$ cat config.mk
export PLATFORM = sky130hd
export DESIGN_NAME = alu_writeback
export DESIGN_NICKNAME = d
export VERILOG_FILES = /design/src/rtl/alu_writeback.sv
export SDC_FILE = /design/constraint.sdc
export NUM_CORES = 1
export LEC_CHECK = 0
export CAP_MARGIN = 20
export CORE_ASPECT_RATIO = 2
export CORE_MARGIN = 2
export CORE_UTILIZATION = 49
export CTS_CLUSTER_DIAMETER = 30
export DETAILED_ROUTE_END_ITERATION = 12
export GPL_TIMING_DRIVEN = 0
export PLACE_DENSITY = 0.79
export SKIP_LAST_GASP = 1
export SLEW_MARGIN = 20
export SYNTH_ARGS = -nofsm -noshare
export SYNTH_HDL_FRONTEND = slang
export SYNTH_SLANG_ARGS = --single-unit
$ cat constraint.sdc
create_clock -name clk -period 2.35 [get_ports clk]
set_input_delay 0.705 -clock clk [delete_from_list [all_inputs] [get_ports clk]]
set_output_delay 0.705 -clock clk [all_outputs]
set_load 0.1 [all_outputs]
$ cat src/rtl/alu_writeback.sv
`default_nettype none
// ============================================================================
//  Module   : alu_writeback
//  Brief    : ALU result capture, Z/N/C/V flag update and 2-entry writeback
//             buffer drained by the register file over valid/ready.
//  Revision : 1.0  initial release
// ============================================================================
module alu_writeback #(
   parameter int OPTION_REG_WIDTH     = 64,
   parameter int OPTION_RF_ADDR_WIDTH = 5
) (
   input  logic                            clk,
   input  logic                            rst,
   input  logic                            flush,
   input  logic                            in_valid,
   output logic                            in_ready,
   input  logic [3:0]                      in_opcode,
   input  logic [OPTION_REG_WIDTH-1:0]     in_result,
   input  logic [OPTION_RF_ADDR_WIDTH-1:0] in_dest,
   input  logic                            in_carry,
   input  logic                            in_overflow,
   output logic                            wb_valid,
   input  logic                            wb_ready,
   output logic [OPTION_REG_WIDTH-1:0]     wb_data,
   output logic [OPTION_RF_ADDR_WIDTH-1:0] wb_addr,
   output logic                            flag_z,
   output logic                            flag_n,
   output logic                            flag_c,
   output logic                            flag_v,
   output logic [1:0]                      fill
);

   localparam logic [3:0] c_OP_CMP = 4'd0;
   localparam logic [3:0] c_OP_ADD = 4'd1;
   localparam logic [3:0] c_OP_SUB = 4'd2;

   logic [1:0]                      r_fill;
   logic [OPTION_REG_WIDTH-1:0]     r_head_data;
   logic [OPTION_RF_ADDR_WIDTH-1:0] r_head_addr;
   logic [OPTION_REG_WIDTH-1:0]     r_tail_data;
   logic [OPTION_RF_ADDR_WIDTH-1:0] r_tail_addr;
   logic                            r_z;
   logic                            r_n;
   logic                            r_c;
   logic                            r_v;

   logic w_accept;
   logic w_enq;
   logic w_deq;
   logic w_flag_op;

   // Handshake outputs come from registered occupancy only.
   assign in_ready  = (r_fill != 2'd2);
   assign wb_valid  = (r_fill != 2'd0);
   assign w_accept  = in_valid & in_ready;
   assign w_enq     = w_accept & (in_opcode != c_OP_CMP);
   assign w_deq     = wb_valid & wb_ready;
   assign w_flag_op = (in_opcode == c_OP_CMP) | (in_opcode == c_OP_ADD) |
                      (in_opcode == c_OP_SUB);

   always_ff @(posedge clk or negedge rst) begin
      if (!rst) begin
         r_fill      <= 2'd0;
         r_head_data <= '0;
         r_head_addr <= '0;
         r_tail_data <= '0;
         r_tail_addr <= '0;
      end else if (flush) begin
         r_fill <= 2'd0;
      end else begin
         case (r_fill)
            2'd0: begin
               if (w_enq) begin
                  r_head_data <= in_result;
                  r_head_addr <= in_dest;
                  r_fill      <= 2'd1;
               end
            end
            2'd1: begin
               // Simultaneous enqueue/dequeue replaces the head in place.
               if (w_enq && w_deq) begin
                  r_head_data <= in_result;
                  r_head_addr <= in_dest;
               end else if (w_enq) begin
                  r_tail_data <= in_result;
                  r_tail_addr <= in_dest;
                  r_fill      <= 2'd2;
               end else if (w_deq) begin
                  r_fill <= 2'd0;
               end
            end
            2'd2: begin
               if (w_deq) begin
                  r_head_data <= r_tail_data;
                  r_head_addr <= r_tail_addr;
                  r_fill      <= 2'd1;
               end
            end
            default: r_fill <= 2'd0;
         endcase
      end
   end

   // Flags ignore flush so a flag op accepted alongside a kill still lands.
   always_ff @(posedge clk or negedge rst) begin
      if (!rst) begin
         r_z <= 1'b0;
         r_n <= 1'b0;
         r_c <= 1'b0;
         r_v <= 1'b0;
      end else if (w_accept && w_flag_op) begin
         r_z <= (in_result == '0);
         r_n <= in_result[OPTION_REG_WIDTH-1];
         r_c <= in_carry;
         r_v <= in_overflow;
      end
   end

   assign wb_data = r_head_data;
   assign wb_addr = r_head_addr;
   assign flag_z  = r_z;
   assign flag_n  = r_n;
   assign flag_c  = r_c;
   assign flag_v  = r_v;
   assign fill    = r_fill;

endmodule
`default_nettype wire

==> summary.txt, run 1 <==
Outcome
  • Status: complete, no violations

Route
  • Drt initial violations: 123
  • Via/cell ratio: 5.43
  • Routed WL: 15.1 mm
  • WL/cell: approximately 20 um
  • Vias: between 4000 and 5000
  • DR DRC count: 0
  • Pre-antenna DRT Iters: 4
  • ANT nets after route: 0

Floorplanning
  • Initial core utilization: 49.9%
  • IO Count: about 160
  • Cell Rows: 59
  • Die W: approximately 85 um
  • Core area: ~13000 um^2
  • DIE AREA: 14100 um^2
  • Die H: 166 um

Clock network
  • Worst-skew pair later-pin latency: between 0.4 and 0.5 ns
  • Clk buf depth: 2
  • Clock sink count: between 100 and 150
  • CTS tree: yes
  • Num CTS Buffers: 17
  • Total number of H-tree levels: 4
  • Root Driver: clkbuf_16
  • Clock-pin transition on the worst setup and hold timing paths: about 0.060 ns

Power and ir drop
  • Power Dens Cells: 1110 nW/um^2
  • Total power: ~0.0099 W
  • Lkg Pwr: 3.81 nW
  • Largest vdd supply drop: ~0.0011 V

Critical path
  • CP delay by family, top: buffers and inverters
  • Critical-path cell list: clkdlybuf4s15_1
  • Startpoint Class: register
  • Crit path DAT: 1.62 ns
  • CP max FO: 2
  • Required time worst endpoint: around 1.6 ns
  • CP Capture Type: primary output
  • CP peak stage delay: between 0.8 and 0.9 ns
  • Critical path type: register to primary output
  • CP max-delay cell: clkdlybuf4s15_1
  • WP buf/inv: 1

Finish
  • Area grow syn2layout: 38.5%
  • Post-Layout Cell Count: 769
  • Final #Nets: 684
  • Share of layout cells above drive strength 1: between 40 and 50%
  • Post-route cell area: ~8900 um^2
  • Fillers: between 900 and 1000
  • Diode count: 0

Yosys
  • Synthesized net count: approximately 500
  • Synthesized area per cell: about 15 um^2
  • Cells after Synth: roughly 420
  • Register bit total from synthesis: 144
  • Register area share after synthesis: approximately 56%
  • Synthesized area: about 6400 um^2
  • Post-synth cell types: 26
  • Ys Warns: 0

STA
  • Hold Violations, Final: 0
  • Endpoints failing setup: 0
  • Clk_skew: 0.0108 ns
  • Period utilization: 99.0%
  • Fmax: roughly 0.43 GHz
  • Setup TNS Final: 0 ns
  • Worst slew pin tran: 0.979 ns
  • Rel. slew slack: a little over a third
  • Tmin final: 2.33 ns
  • Max-slew violations: 0

Placed design
  • Port bufs: ~160
  • Post-Place Cells: 730
  • Post-DP HPWL: around 11 mm
  • Placed instance area: slightly above 8000 um^2
  • Routability Congestion: 0.781

Global routing
  • First-pass GRT wire length: between 20 and 25 mm
  • GRT Total Usage: 22.3%
  • Pin count of the biggest net entering global routing: 103
  • Global route overflow: 0
  • Vias in the first global route: approximately 4700
  • Initial antenna violation count: 0

Run
  • Max-Cap Viols: 0

Min path
  • Hold WC Path Type: input pin to async pin
==> cell type report <==
| cell class | count | area [um^2] | area share (%) |
|---|---|---|---|
| clock buffers | 20 | 437 | 4.89 |
| well taps | 152 | 190 | 2.13 |
| multi-input cells | 252 | 2710 | 30.4 |
| inverters | 2 | 11.3 | 0.126 |
| flip-flops and latches | 144 | 3610 | 40.4 |
| plain buffers | 21 | 184 | 2.06 |
| clock inverters | 12 | 160 | 1.79 |
| repair buffers | 166 | 1630 | 18.2 |
==> registers in the layout (all words and copies together) (netlist names) <==
register,cells
flag_z,1
r_tail_data,64
wb_addr,5
wb_data,64
flag_n,1
r_tail_addr,5
flag_c,1
fill,2
flag_v,1
==> cells in the final DEF, fill, tap and decap left out, types with 6 or more instances in the layout <==
| cell | netlist | final |
|---|---|---|
| mux2_2 | 191 | 191 |
| clkbuf_1 | 7 | 9 |
| nor4_1 | 17 | 17 |
| clkbuf_2 | 0 | 12 |
| buf_8 | 0 | 6 |
| clkdlybuf4s50_1 | 0 | 74 |
| dlygate4sd2_1 | 0 | 16 |
| dfrtp_1 | 144 | 142 |
| buf_6 | 4 | 7 |
| clkbuf_16 | 0 | 17 |
| clkdlybuf4s15_1 | 0 | 44 |
| mux2_1 | 10 | 10 |
| buf_4 | 5 | 7 |
| mux2_4 | 10 | 10 |
==> kinds of logic (layout without fill, tap and decap cells) <==
family | count (synthesis) | in the layout | synth area share (%)
compound gates | 7 | 7 | 1.16
buf+inv | 25 | 221 | 2.35
flops | 144 | 144 | 55.9
simple gates | 33 | 33 | 2.97
mux | 212 | 212 | 37.6
==> layer usage <==
metal / track usage, % / part of all wire, % / vias up
li1: - / - / 1920
met1: 24.3 / 36 / 2102
met2: 39.8 / 56 / 120
met3: 4.42 / 4.0 / 34
met4: 11.8 / 3.9 / 0
met5: 0 / 0 / -
==> stage by stage <==
| step | worst slack [ns] | utilization, % | hold WS [ns] |
|---|---|---|---|
| 5_1_grt | -0.000520 | 69.1 | 0.186 |
| 3_3_place_gp | -6.02 | 63.5 | 0.476 |
| 3_5_place_dp | -0.817 | 63.8 | 0.480 |
| 6_report | 0.0237 | 69.1 | 0.167 |
| 2_1_floorplan | 0.0478 | - | 0.409 |
| 4_1_cts | -0.240 | 68.8 | 0.172 |
==> repair_timing <==
action | in CTS | in global routing
pin swaps | 2 | 0
setup buffers | 4 | 5
endpoints found under the setup margin | 157 | 164
hold buffers | 0 | 0
hold endpoints to repair | 0 | 0
resized for setup | 137 | 58
==> Yosys cell counts (all sizes together) <==
cell	instances	area share [%]
o21ai	1	0.078
nand2	1	0.058
mux2i	1	0.16
nor4	17	1.7
a32oi	1	0.25
nor2	5	0.33
a21oi	2	0.16
nand3	1	0.078
clkbuf	7	0.41
and3	1	0.097
o22a	1	0.14
nor2b	2	0.19
inv	2	0.12
buf	16	1.8
o21a	1	0.12
nand4	4	0.39
or2	1	0.097
mux2	211	37
dfrtp	144	56
o41ai	1	0.43
nor3	1	0.078
==> report_power, final <==
group | internal, W | leakage (nW) | switching (W)
registers | 0.00313 | 1.73 | 0.000334
logic | 0.00107 | 1.79 | 0.00271
clock network | 0.00168 | 0.289 | 0.00103
total | 0.00587 | 3.81 | 0.00407
==> worst paths after layout <==
kind / from / to / slack [ns] / depth (start not counted)
max in group asynchronous: rst / wb_data[3] / 1.37 / 2
worst max register to register: fill[1] / wb_data[32] / 0.16 / 6
worst max-delay path: wb_data[27] / wb_data[27] / 0.02 / 1
min in group clk: wb_data[11] / wb_data[11] / 0.48 / 1
worst min-delay path: rst / wb_data[29] / 0.17 / 1
worst min register to register: wb_data[11] / wb_data[11] / 0.48 / 1
(Power assumes the default switching activity.)
==> run 2, diff against run 1 <==
CAP_MARGIN = unset   (was 20)
CORE_ASPECT_RATIO = unset   (was 2)
==> run 2 against run 1 <==
Effect of this change: clock power decreased by 11%; hold slack improved by 0.039 ns; global-route usage increased by 1.1 points; via count increased by 1.3%; clock skew decreased by 0.0071 ns; critical path depth unchanged.
==> summary.txt, run 2 (same netlist as run 1, synthesis figures left out) <==
Outcome
  • Status: complete, no violations

Route
  • ANT nets after route: 0 (unchanged)
  • Pre-antenna DRT Iters: 4 (unchanged)
  • DR DRC count: 0 (unchanged)
  • Via/cell ratio: 5.36 (-1.2%)
  • WL/cell: 19.9 um (+1.1%)
  • Drt initial violations: 155 (+26%)
  • Routed WL: 15.7 mm (+3.7%)
  • Vias: 4232 (+1.3%)

Critical path
  • CP delay by family, top: buffers and inverters
  • Startpoint Class: register
  • Required time worst endpoint: 1.64 ns (about the same)
  • Critical-path cell list: clkdlybuf4s15_1
  • Reg2Reg Setup Slack: 0.20 ns (+0.04 ns)
  • Crit path DAT: 1.64 ns (+0.02 ns)
  • Reg2reg start: fill[0]
  • CP Capture Type: primary output
  • CP max-delay cell: clkdlybuf4s15_1
  • CP peak stage delay: 0.85 ns (about the same)
  • R2r worst-path depth: 6 (unchanged)
  • CP max FO: 2 (unchanged)
  • WP buf/inv: 1 (unchanged)
  • Critical path type: register to primary output
  • Worst r2r dst: wb_data[39]

Power and ir drop
  • Largest vdd supply drop: 0.000627 V (-43%)
  • Combinational fraction of design power: 39.3% (+1.3 points)
  • Switching share of power: 41.4% (+0.42 points)
  • Clock group share of total power: 24.8% (-2.4 points)
  • Lkg Pwr: 3.80 nW (-0.28%)
  • Power Dens Cells: 1090 nW/um^2 (-2.5%)
  • Sequential Power Share: 35.8% (+1.0 points)
  • Internal cell power: 0.00566 W (-3.6%)
  • Switch Pwr: 0.00399 W (-2.0%)

Run
  • Max-Cap Viols: 0 (unchanged)

Global routing
  • GRT Total Usage: 23.4% (+1.1 points)
  • Initial antenna violation count: 0 (unchanged)
  • Global route overflow: 0 (unchanged)
  • First-pass GRT wire length: 25.2 mm (+3.4%)
  • Vias in the first global route: 4634 (-0.88%)
  • Pin count of the biggest net entering global routing: 93 (-9.7%)

Finish
  • Diode count: 0 (unchanged)
  • Register area: 3610 um^2 (unchanged)
  • Area grow syn2layout: 37.8%
  • Most frequent cells in the layout: mux2_2 (191), dfrtp_1 (142), clkdlybuf4s50_1 (74), clkdlybuf4s15_1 (38)
  • Most common cell after layout, fill and taps aside: mux2_2
  • Fillers: 965 (+5.7%)
  • Post-Layout Cell Count: 789 (+2.6%)
  • Share of layout cells above drive strength 1: 46.8% (+0.97 points)
  • Final #Nets: 688 (+0.58%)
  • Area of the multi-input gates: 2720 um^2 (+0.46%)
  • Core Util, Final: 69.8% (+0.71 points)

STA
  • Hold Violations, Final: 0 (unchanged)
  • Max-slew violations: 0 (unchanged)
  • RSZ-0062 raised after global routing: true
  • Period utilization: 99.9% (+0.88 points)
  • Final hold slack: 0.206 ns (+0.0392 ns)
  • Endpoints failing setup: 0 (unchanged)
  • Clk_skew: 0.00372 ns (-0.00706 ns)
  • Worst slew pin tran: 0.994 ns (+0.0157 ns)
  • Rel. slew slack: 34.0% (-1.0 points)
  • Fmax: 0.426 GHz (-0.88%)
  • Tmin final: 2.35 ns (+0.0207 ns)

Clock network
  • CTS tree: yes
  • Total number of H-tree levels: 4 (unchanged)
  • Num CTS Buffers: 17 (unchanged)
  • Root Driver: clkbuf_16
  • Clk buf depth: 2 (unchanged)
  • Clock-pin transition on the worst setup and hold timing paths: 0.06 ns (about the same)
  • Clock sink count: 144 (unchanged)
  • Worst-skew pair later-pin latency: 0.41 ns (about the same)

Floorplanning
  • DIE AREA: 14100 um^2 (-0.39%)
  • Cell Rows: 41 (-31%)
  • Core area: 12700 um^2 (-1.5%)
  • IO Count: 157 (unchanged)
  • Die W: 119 um (+39%)
  • Die H: 119 um (-29%)
  • Initial core utilization: 50.7% (+0.77 points)

Placed design
  • Post-DP HPWL: 11.0 mm (-2.9%)
  • Port bufs: 156 (unchanged)
  • Routability Congestion: 0.771 (-1.2%)
  • Post-Place Cells: 750 (+2.7%)

Min path
  • Hold WC Path Type: input pin to async pin
[run 2: cell types whose count changed in the layout (fill, tap and decap cells not counted), moves of 3 or more]
| cell | before | now |
|---|---|---|
| bufinv_16 | 3 | 0 |
| clkbuf_4 | 4 | 0 |
| buf_6 | 7 | 10 |
| clkbuf_8 | 0 | 5 |
| clkdlybuf4s15_1 | 44 | 38 |
| clkbuf_1 | 9 | 12 |
| clkbuf_2 | 12 | 18 |
| clkinv_4 | 4 | 0 |
| buf_2 | 1 | 6 |
[run 2: cell type report]
| cell class | instances | share of cell area, % |
|---|---|---|
| inverter | 2 | 0.127 |
| multi-input combinational | 252 | 30.7 |
| clock buffer | 28 | 5.82 |
| timing repair buffer | 168 | 18.1 |
| buffer | 23 | 2.20 |
| tap | 172 | 2.42 |
| sequential | 144 | 40.6 |
[run 2: power groups by stage]
stage | registers [W] | logic [W] | clock network (W)
3_5_place_dp | 0.00349 | 0.00395 | 0
2_1_floorplan | 0.00554 | 0.000810 | 0
3_3_place_gp | 0.00345 | 0.00389 | 0
5_1_grt | 0.00353 | 0.00393 | 0.00254
6_report | 0.00346 | 0.00380 | 0.00240
4_1_cts | 0.00345 | 0.00380 | 0.00244
[run 2: how the worst max path moves through the flow]
stage / startpoint / to / slack (ns) / depth (start not counted)
floorplan: fill[1] / in_ready / 0.05 / 4
global placement: rst / fill[1] / -5.98 / 1
detailed placement: in_opcode[1] / wb_data[13] / -0.88 / 7
CTS: fill[1] / in_ready / -0.24 / 5
global route: fill[0] / in_ready / -0.04 / 5
finish: wb_data[58] / wb_data[58] / 0.003 / 1
[run 2: metal layers]
layer	GRT usage [%]	wire (um)	up-vias
li1	-	-	1914
met1	28.6	6420	2170
met2	38.7	7840	123
met3	7.96	1080	25
met4	8.41	342	0
met5	0	0	-
[run 2: stage by stage]
| stage | setup TNS (ns) | setup WS [ns] | cell area [um^2] | power [W] |
|---|---|---|---|---|
| 2_1_floorplan | 0 | 0.0478 | 6460 | 0.00635 |
| 3_3_place_gp | -802.95 | -5.98 | 8230 | 0.00734 |
| 3_5_place_dp | -86.44 | -0.876 | 8270 | 0.00743 |
| 4_1_cts | -0.244 | -0.244 | 8820 | 0.00969 |
| 5_1_grt | -0.110 | -0.0438 | 8880 | 0.0100 |
| 6_report | 0 | 0.00304 | 8880 | 0.00965 |
[run 2: worst reg2reg max path, cell delays in order (launching register included)]
cell      delay [ns]
dfrtp_2         0.45
nor2b_2         0.14
buf_6           0.16
buf_4           0.13
clkbuf_1        0.48
mux2_2          0.41
mux2_2          0.27
[run 2: timing repair]
action,CTS,global route
endpoints found under the hold margin,0,0
setup endpoints to repair,186,180
cloned,0,1
resized for setup,130,68
hold buffers,0,0
pin swaps,3,3
buffers inserted,5,5
